===== src/rtl/spi_slave_gen.sv =====
// SPI slave: deserialises {cmd, payload} frames from MOSI and serialises read data onto MISO,
// with abort detection, a read-data timeout and a MISO output-enable.
module spi_slave_gen #(
   parameter int unsigned DATA_W     = 8,
   parameter bit          MSB_FIRST  = 1'b1,
   parameter int unsigned RD_TIMEOUT = 15
) (
   input  logic              clk,
   input  logic              rst,
   input  logic              SS_n,
   input  logic              MOSI,
   output logic              MISO,
   output logic              miso_oe,
   output logic [DATA_W+1:0] rx_data,
   output logic              rx_valid,
   input  logic [DATA_W-1:0] tx_data,
   input  logic              tx_valid,
   output logic              frame_err,
   output logic              busy
);

   localparam int unsigned FRAME_W = DATA_W + 2;
   localparam int unsigned CNT_W   = $clog2(FRAME_W + 1);
   localparam int unsigned WT_W    = $clog2(RD_TIMEOUT + 1);

   localparam logic [CNT_W-1:0] FRAME_CNT = CNT_W'(FRAME_W);
   localparam logic [CNT_W-1:0] DATA_CNT  = CNT_W'(DATA_W);
   localparam logic [CNT_W-1:0] CNT_ONE   = CNT_W'(1);
   localparam logic [WT_W-1:0]  WT_LAST   = WT_W'(RD_TIMEOUT - 1);
   localparam logic [WT_W-1:0]  WT_ONE    = WT_W'(1);

   localparam logic [2:0] S_IDLE      = 3'd0;
   localparam logic [2:0] S_CHK_CMD   = 3'd1;
   localparam logic [2:0] S_WRITE     = 3'd2;
   localparam logic [2:0] S_READ_ADD  = 3'd3;
   localparam logic [2:0] S_READ_DATA = 3'd4;
   localparam logic [2:0] S_RD_WAIT   = 3'd5;
   localparam logic [2:0] S_RD_SHIFT  = 3'd6;
   localparam logic [2:0] S_WAIT_SS   = 3'd7;

   logic [2:0]         state;
   logic [CNT_W-1:0]   bit_cnt;
   logic [WT_W-1:0]    wait_cnt;
   logic [FRAME_W-1:0] rx_sh;
   logic [DATA_W-1:0]  tx_sh;
   logic               rd_addr_seen;

   logic [FRAME_W-1:0] rx_sh_next;
   logic [DATA_W-1:0]  tx_sh_next;
   logic               tx_first_bit;
   logic               tx_next_bit;

   always_comb begin
      rx_sh_next   = MSB_FIRST ? {rx_sh[FRAME_W-2:0], MOSI} : {MOSI, rx_sh[FRAME_W-1:1]};
      tx_sh_next   = MSB_FIRST ? {tx_sh[DATA_W-2:0], 1'b0} : {1'b0, tx_sh[DATA_W-1:1]};
      tx_first_bit = MSB_FIRST ? tx_data[DATA_W-1] : tx_data[0];
      tx_next_bit  = MSB_FIRST ? tx_sh_next[DATA_W-1] : tx_sh_next[0];
   end

   assign busy = (state != S_IDLE);

   always_ff @(posedge clk) begin
      if (rst) begin
         state        <= S_IDLE;
         bit_cnt      <= '0;
         wait_cnt     <= '0;
         rx_sh        <= '0;
         tx_sh        <= '0;
         rd_addr_seen <= 1'b0;
         rx_data      <= '0;
         rx_valid     <= 1'b0;
         frame_err    <= 1'b0;
         MISO         <= 1'b0;
         miso_oe      <= 1'b0;
      end else begin
         rx_valid  <= 1'b0;
         frame_err <= 1'b0;
         case (state)
            S_IDLE: begin
               MISO    <= 1'b0;
               miso_oe <= 1'b0;
               if (!SS_n) state <= S_CHK_CMD;
            end
            S_CHK_CMD: begin
               if (SS_n) begin
                  state <= S_IDLE;
               end else begin
                  bit_cnt <= FRAME_CNT;
                  if (!MOSI)            state <= S_WRITE;
                  else if (rd_addr_seen) state <= S_READ_DATA;
                  else                   state <= S_READ_ADD;
               end
            end
            S_WRITE, S_READ_ADD, S_READ_DATA: begin
               // bit_cnt == 0 is the completion cycle; SS_n rising together with the last bit still completes
               if (bit_cnt == '0) begin
                  rx_data  <= rx_sh;
                  rx_valid <= 1'b1;
                  if (state == S_READ_ADD) rd_addr_seen <= 1'b1;
                  if (SS_n) begin
                     state <= S_IDLE;
                  end else if (state == S_READ_DATA) begin
                     state    <= S_RD_WAIT;
                     wait_cnt <= '0;
                  end else begin
                     state <= S_WAIT_SS;
                  end
               end else if (SS_n && bit_cnt != CNT_ONE) begin
                  frame_err <= 1'b1;
                  state     <= S_IDLE;
               end else begin
                  rx_sh   <= rx_sh_next;
                  bit_cnt <= bit_cnt - CNT_ONE;
               end
            end
            S_RD_WAIT: begin
               if (SS_n) begin
                  state <= S_IDLE;
               end else if (tx_valid) begin
                  tx_sh   <= tx_data;
                  MISO    <= tx_first_bit;
                  miso_oe <= 1'b1;
                  bit_cnt <= DATA_CNT;
                  state   <= S_RD_SHIFT;
               end else if (wait_cnt == WT_LAST) begin
                  frame_err    <= 1'b1;
                  rd_addr_seen <= 1'b0;
                  state        <= S_WAIT_SS;
               end else begin
                  wait_cnt <= wait_cnt + WT_ONE;
               end
            end
            S_RD_SHIFT: begin
               // first bit was already driven on acceptance, so bit_cnt == 1 means the last bit has been shown
               if (SS_n || bit_cnt == CNT_ONE) begin
                  MISO         <= 1'b0;
                  miso_oe      <= 1'b0;
                  rd_addr_seen <= 1'b0;
                  frame_err    <= SS_n && (bit_cnt != CNT_ONE);
                  state        <= SS_n ? S_IDLE : S_WAIT_SS;
               end else begin
                  tx_sh   <= tx_sh_next;
                  MISO    <= tx_next_bit;
                  bit_cnt <= bit_cnt - CNT_ONE;
               end
            end
            S_WAIT_SS: begin
               MISO    <= 1'b0;
               miso_oe <= 1'b0;
               if (SS_n) state <= S_IDLE;
            end
            default: state <= S_IDLE;
         endcase
      end
   end

endmodule


===== config.mk =====
export PLATFORM = sky130hd
export DESIGN_NAME = spi_slave_gen
export DESIGN_NICKNAME = d
export VERILOG_FILES = /design/src/rtl/spi_slave_gen.sv
export SDC_FILE = /design/constraint.sdc
export NUM_CORES = 1
export LEC_CHECK = 0
export ABC_CLOCK_PERIOD_IN_PS = 4680
export BUFFER_PORTS_ARGS = -buffer_cell sky130_fd_sc_hd__buf_4
export CORE_ASPECT_RATIO = 0.9
export CORE_UTILIZATION = 40
export CTS_CLUSTER_SIZE = 25
export DETAILED_ROUTE_END_ITERATION = 10
export HOLD_SLACK_MARGIN = 0.02
export SLEW_MARGIN = 20
export SYNTH_ARGS = -nofsm -noshare
export SYNTH_HDL_FRONTEND = slang
export SYNTH_SLANG_ARGS = --single-unit
export TNS_END_PERCENT = 5

===== constraint.sdc =====
create_clock -name clk -period 4.68 [get_ports clk]
set_clock_uncertainty 0.15 [all_clocks]
set_input_delay 0.234 -clock clk [delete_from_list [all_inputs] [get_ports clk]]
set_output_delay 0.234 -clock clk [all_outputs]
set_load 0.01 [all_outputs]

==> impl_metrics.ini, run 1 <==
[synth]
synthTopCellsByArea = dfxtp_1 40%, nand2_1 6.6%, mux2i_1 6.0%, a21oi_1 5.8%, nor2_1 5.7%
synth_fp_nets = 280
synth_edf_count = 0
ys_ff_latch = 43
synthTopCellsByCount = 43 x dfxtp_1, 38 x nand2_1, 33 x nor2_1
synth_area_per_cell_um2 = 8.19
synth.most_common_cell = dfxtp_1
synth_flop_cell = dfxtp_1
synthCells = 263
netlist_area_um2 = 2150
synth_largest_area_cell = dfxtp_1
async_flop_share_pct = 0
synth_top_area_share_pct = 40.0
yosys_warnings = 0
yosysSeqAreaShare_pct = 40.0
synth_cell_types = 55

[placed_design]
dp_cells = 339
dp_hpwl_um = 3260
io_buffer_count = 27
gp_congestion = 0.808

[run]
maxCapViolCount = 0

[critical_path]
cp_max_fo = 23
critPathKind = register to register
r2r-start = state[2]$_SDFFE_PP0P_
cp_data_arrival_time_ns = 2.92
cp-end-kind = register
r2r-end = bit_cnt[3]$_SDFFE_PP0P_
rr_worst_depth = 5
reg2reg_setup_slack_ns = 1.83
critical_path_required_ns = 4.75
cp-start-kind = register

[sta]
rsz0062_at_grt = false
tightest_slew_ns = 1.06
post-route-period-util_pct = 60.9
setup_viol = 0
min_period_ns = 2.85
slew_violations = 0
fmaxAchievable_mhz = 351
hold_slack_ns = 0.0486
tns_ns = 0
relSlewSlack_pct = 29.6
finalHoldViolations = 0

[clocking]
cts_sinks = 43
cts-resized-gates = 0
clock_path_buffers = 2
cts_max_level = 2
insertion_delay_ns = 0.30
hold_buffers = 0
clk_pin_slew_worst_paths_ns = 0.09
cts_tree = done
cts_root_buffer = clkbuf_8
cts_setup_buffers = 0
numCtsBuffers = 5

[route]
avgViaCountPerCell = 5.44
dr.first_iter.drc_count = 149
vias = 1887
wire_per_inst_um = 13.8
wl_um = 4800
ant_nets = 0
firstDrtPassIters = 4
drc_errors = 0

[floorplanning]
placementRows = 24
io_pins = 28
start_util_pct = 43.0
chipWidth_um = 79.4
core_um2 = 5010
fp.dieH_um = 71.6
die_area_um2 = 5680

[final_layout]
synthToLayoutAreaGrowth_pct = 15.3
fin_nets = 298
fin_util_pct = 49.5
final_cells = 347
antenna_cells = 0
nFillCells = 486
drive_gt1_share_pct = 15.2

[worst_hold_path]
hold_class = input pin to register
whs_endpoint = tx_sh[3]$_SDFFE_PP0P_
min_path_cells = 3
holdCritStartpoint = tx_data[3]

[outcome]
outcome = finished, final reports clean

[grt]
grt_max_degree = 44
antenna_found_initial = 0
grt_usage_pct = 18.0
grt_pass1_wl_um = 8070
grt_pass1_vias = 1742
grt_overflow_total = 0

[power_and_ir_drop]
power.total_w = 0.000874
power.density_nw_per_um2 = 352
p_leak_nw = 0.903
vdd_drop_max_mv = 0.139
final cells by class:
class	instances	area (um^2)	area share (%)
Clock inverter	3	46.3	1.86
Timing Repair Buffer	27	203	8.16
Multi-Input combinational cell	197	1200	48.2
Tap cell	65	81.3	3.27
Sequential cell	43	861	34.7
Clock buffer	5	68.8	2.77
Inverter	7	26.3	1.06
worst max-delay path, cell delays in order (launching register included):
cell	delay [ns]
dfxtp_1	0.78
or3b_1	0.44
a21oi_1	0.85
a2111o_1	0.25
nor4_1	0.05
a211oi_1	0.25
stage by stage:
step	area, um^2	setup slack (ns)
3_5_place_dp	2370	1.85
4_1_cts	2480	1.82
3_3_place_gp	2370	1.96
5_1_grt	2480	1.60
2_1_floorplan	2150	2.65
6_report	2480	1.83
metal layers:
layer / global-route usage [%] / up-vias / routed length [um]
met5: 0 / - / 0
met4: 6.46 / 0 / 64
met3: 3.44 / 7 / 181
met2: 26.5 / 28 / 2000
met1: 25.9 / 877 / 2550
li1: - / 975 / -
power by group:
part           switching (W)  total, W  leakage, nW  internal, W
Sequential         0.0000302  0.000411        0.347     0.000381
Combinational      0.0000943  0.000166        0.501    0.0000714
Clock               0.000137  0.000298       0.0548     0.000161
Total               0.000261  0.000874        0.903     0.000613
how the worst max path moves through the flow:
stage,startpoint,to,slack (ns)
2_1_floorplan,bit_cnt[0]$_SDFFE_PP0P_,bit_cnt[2]$_SDFFE_PP0P_,2.65
3_3_place_gp,state[2]$_SDFFE_PP0P_,bit_cnt[3]$_SDFFE_PP0P_,1.96
3_5_place_dp,state[2]$_SDFFE_PP0P_,bit_cnt[3]$_SDFFE_PP0P_,1.85
4_1_cts,state[2]$_SDFFE_PP0P_,bit_cnt[3]$_SDFFE_PP0P_,1.82
5_1_grt,state[2]$_SDFFE_PP0P_,bit_cnt[3]$_SDFFE_PP0P_,1.60
6_report,state[2]$_SDFFE_PP0P_,bit_cnt[3]$_SDFFE_PP0P_,1.83
flip-flops by register name, summed over array words and instances, names as in the netlist, 3 cells and up:
name	flops
wait_cnt	4
bit_cnt	4
rx_sh	10
tx_sh	7
state	3
rx_data	10
cell families (layout without fill, tap and decap cells):
group,count (synthesis),count (layout),share of synthesized area (%)
buf+inv,23,42,4.47
flops,43,43,40.0
compound gates,71,71,21.4
mux,14,14,6.56
simple gates,108,108,25.3
fa+ha+maj,4,4,2.32
layout by cell type (no fill, tap or decap), types with 3 or more instances in the layout:
cell type / count
a21oi_1: 25
a22oi_1: 3
a311oi_1: 6
and3_1: 3
buf_4: 27
clkbuf_8: 5
dfxtp_1: 43
ha_1: 4
inv_1: 6
mux2i_1: 13
nand2_1: 38
nand2b_1: 5
nor2_1: 33
nor2b_1: 3
nor3b_1: 3
o21ai_0: 11
o21ai_1: 3
or3b_1: 4
Power figures use the tool's default switching activity.
==> inputs of run 2 (changes only) <==
- ABC_AREA: unset -> 1
- ABC_CLOCK_PERIOD_IN_PS: 4680 -> 2800
- clock period: 4.68 -> 2.8 ns (I/O delays scaled with it)
==> impl_metrics.ini, run 2 <==
[synth]
synth_area_per_cell_um2 = 6.89
synth_cell_types = 28
ys_ff_latch = 43
async_flop_share_pct = 0
synth_edf_count = 0
synth_largest_area_cell = dfxtp_1
synthTopCellsByArea = dfxtp_1 38%, nor2_1 12%, nand2_1 11%, o21ai_0 7.5%, a21oi_1 4.4%
synth.most_common_cell = nor2_1
synth_fp_nets = 346
synthTopCellsByCount = 73 x nor2_1, 64 x nand2_1, 43 x dfxtp_1
yosysSeqAreaShare_pct = 38.0
synth_top_area_share_pct = 38.0
yosys_warnings = 0
synth_flop_cell = dfxtp_1
synthCells = 329
netlist_area_um2 = 2270

[critical_path]
critical_path_required_ns = 2.84
critPathKind = register to register
slowest_delay_ns = 0.63
cp_data_arrival_time_ns = 2.52
rr_worst_depth = 6
cp-start-kind = register
r2r-end = tx_sh[0]$_SDFFE_PP0P_
cp-end-kind = register
path_cells = nand3_4, nand2_1, nand3_2, a21oi_1, nor3_2, dlygate4sd3_1
cp_max_fo = 17
crit_path_top_delay_cell = dfxtp_1
reg2reg_setup_slack_ns = 0.32
r2r-start = state[1]$_SDFFE_PP0P_

[route]
firstDrtPassIters = 5
wire_per_inst_um = 11.2
wl_um = 4750
drc_errors = 0
vias = 2063
dr.first_iter.drc_count = 103
avgViaCountPerCell = 4.88
ant_nets = 0

[final_layout]
largest_registers = rx_data (10), rx_sh (10), tx_sh (7)
fin_nets = 372
fin_util_pct = 48.5
layout_commonest_cell = nor2_1
final_cell_mix = 73 x nor2_1, 64 x nand2_1, 43 x dfxtp_1, 34 x o21ai_0, 28 x buf_4
antenna_cells = 0
drive_gt1_share_pct = 18.3
synthToLayoutAreaGrowth_pct = 14.5

[floorplanning]
chipWidth_um = 81.3
start_util_pct = 42.4
die_area_um2 = 5970
placementRows = 25
core_um2 = 5350
fp.dieH_um = 73.4
io_pins = 28

[grt]
grt_pass1_vias = 1749
grt_usage_pct = 17.2
antenna_found_initial = 0
grt_pass1_wl_um = 7880
grt_overflow_total = 0
grt_max_degree = 32

[worst_hold_path]
whs_endpoint = tx_sh[4]$_SDFFE_PP0P_
holdCritStartpoint = tx_data[4]
min_path_cells = 5
hold_class = input pin to register

[placed_design]
dp_hpwl_um = 3420
io_buffer_count = 27
gp_congestion = 0.870

[sta]
post-route-period-util_pct = 88.5
finalHoldViolations = 0
hold_slack_ns = 0.0741
slew_violations = 0
tns_ns = 0
min_period_ns = 2.48
relSlewSlack_pct = 50.2
fmaxAchievable_mhz = 403
setup_viol = 0
tightest_slew_ns = 0.747
rsz0062_at_grt = false

[clocking]
cts_root_buffer = clkbuf_8
cts_max_level = 2
cts_setup_buffers = 0
cts-resized-gates = 0
clk_pin_slew_worst_paths_ns = 0.09
clock_path_buffers = 2
cts_tree = done
hold_buffers = 4
cts_sinks = 43
numCtsBuffers = 5
insertion_delay_ns = 0.29

[outcome]
outcome = finished, final reports clean

[run]
maxCapViolCount = 0

[power_and_ir_drop]
vdd_drop_max_mv = 0.446
p_leak_nw = 1.18
power.density_nw_per_um2 = 1040
run 2: critical path: cells and delay by family, from the launching register on:
| kind | cells | cell delay (ns) |
|---|---|---|
| simple gates | 4 | 0.81 |
| flops | 1 | 0.63 |
| compound gates | 1 | 0.23 |
| buf+inv | 1 | 0.54 |
run 2: report_power, final:
group | total, W | internal [W] | switching [W]
registers | 0.000975 | 0.000817 | 0.000157
clock network | 0.000390 | 0.000175 | 0.000216
logic | 0.00133 | 0.000508 | 0.000825
run 2: through the flow:
| stage | area, um^2 | total power [W] | worst slack [ns] | std cells |
|---|---|---|---|---|
| after detailed placement | 2470 | 0.00232 | 0.860 | 411 |
| final | 2590 | 0.00270 | 0.322 | 423 |
| after global placement | 2470 | 0.00231 | 0.848 | 411 |
| after floorplan | 2270 | 0.00202 | 1.28 | 329 |
| after global routing | 2590 | 0.00297 | 0.195 | 423 |
| after CTS | 2590 | 0.00272 | 0.346 | 423 |
run 2: layout make-up:
class	count	area, um^2
inverter	29	114
timing repair buffer	32	250
fill	550	2760
clock buffer	6	72.6
tap	67	83.8
sequential	43	861
clock inverter	2	12.5
multi-input combinational	244	1200
run 2: routing by layer:
metal / up-vias / part of all wire (%) / track usage (%)
met2: 44 / 42 / 26.0
met5: - / 0 / 0
met4: 0 / 1.1 / 5.36
met1: 913 / 52 / 23.4
met3: 6 / 4.8 / 4.72
li1: 1100 / - / -
run 2: worst max-delay path by stage:
stage / startpoint / endpoint / cells after the start
floorplan: bit_cnt[0]$_SDFFE_PP0P_ / bit_cnt[0]$_SDFFE_PP0P_ / 10
global placement: state[1]$_SDFFE_PP0P_ / tx_sh[2]$_SDFFE_PP0P_ / 5
detailed placement: state[1]$_SDFFE_PP0P_ / tx_sh[3]$_SDFFE_PP0P_ / 5
CTS: state[1]$_SDFFE_PP0P_ / tx_sh[0]$_SDFFE_PP0P_ / 6
global route: state[1]$_SDFFE_PP0P_ / tx_sh[0]$_SDFFE_PP0P_ / 7
finish: state[1]$_SDFFE_PP0P_ / tx_sh[0]$_SDFFE_PP0P_ / 6
run 2: kinds of logic after synthesis:
group	synth area share, %
and+or+nand+nor	35.5
AOI/OAI and AO/OA	14.1
DFF	38.0
buffers and inverters	9.06
adders and majority gates	2.21
xor gates and xnor gates	1.16
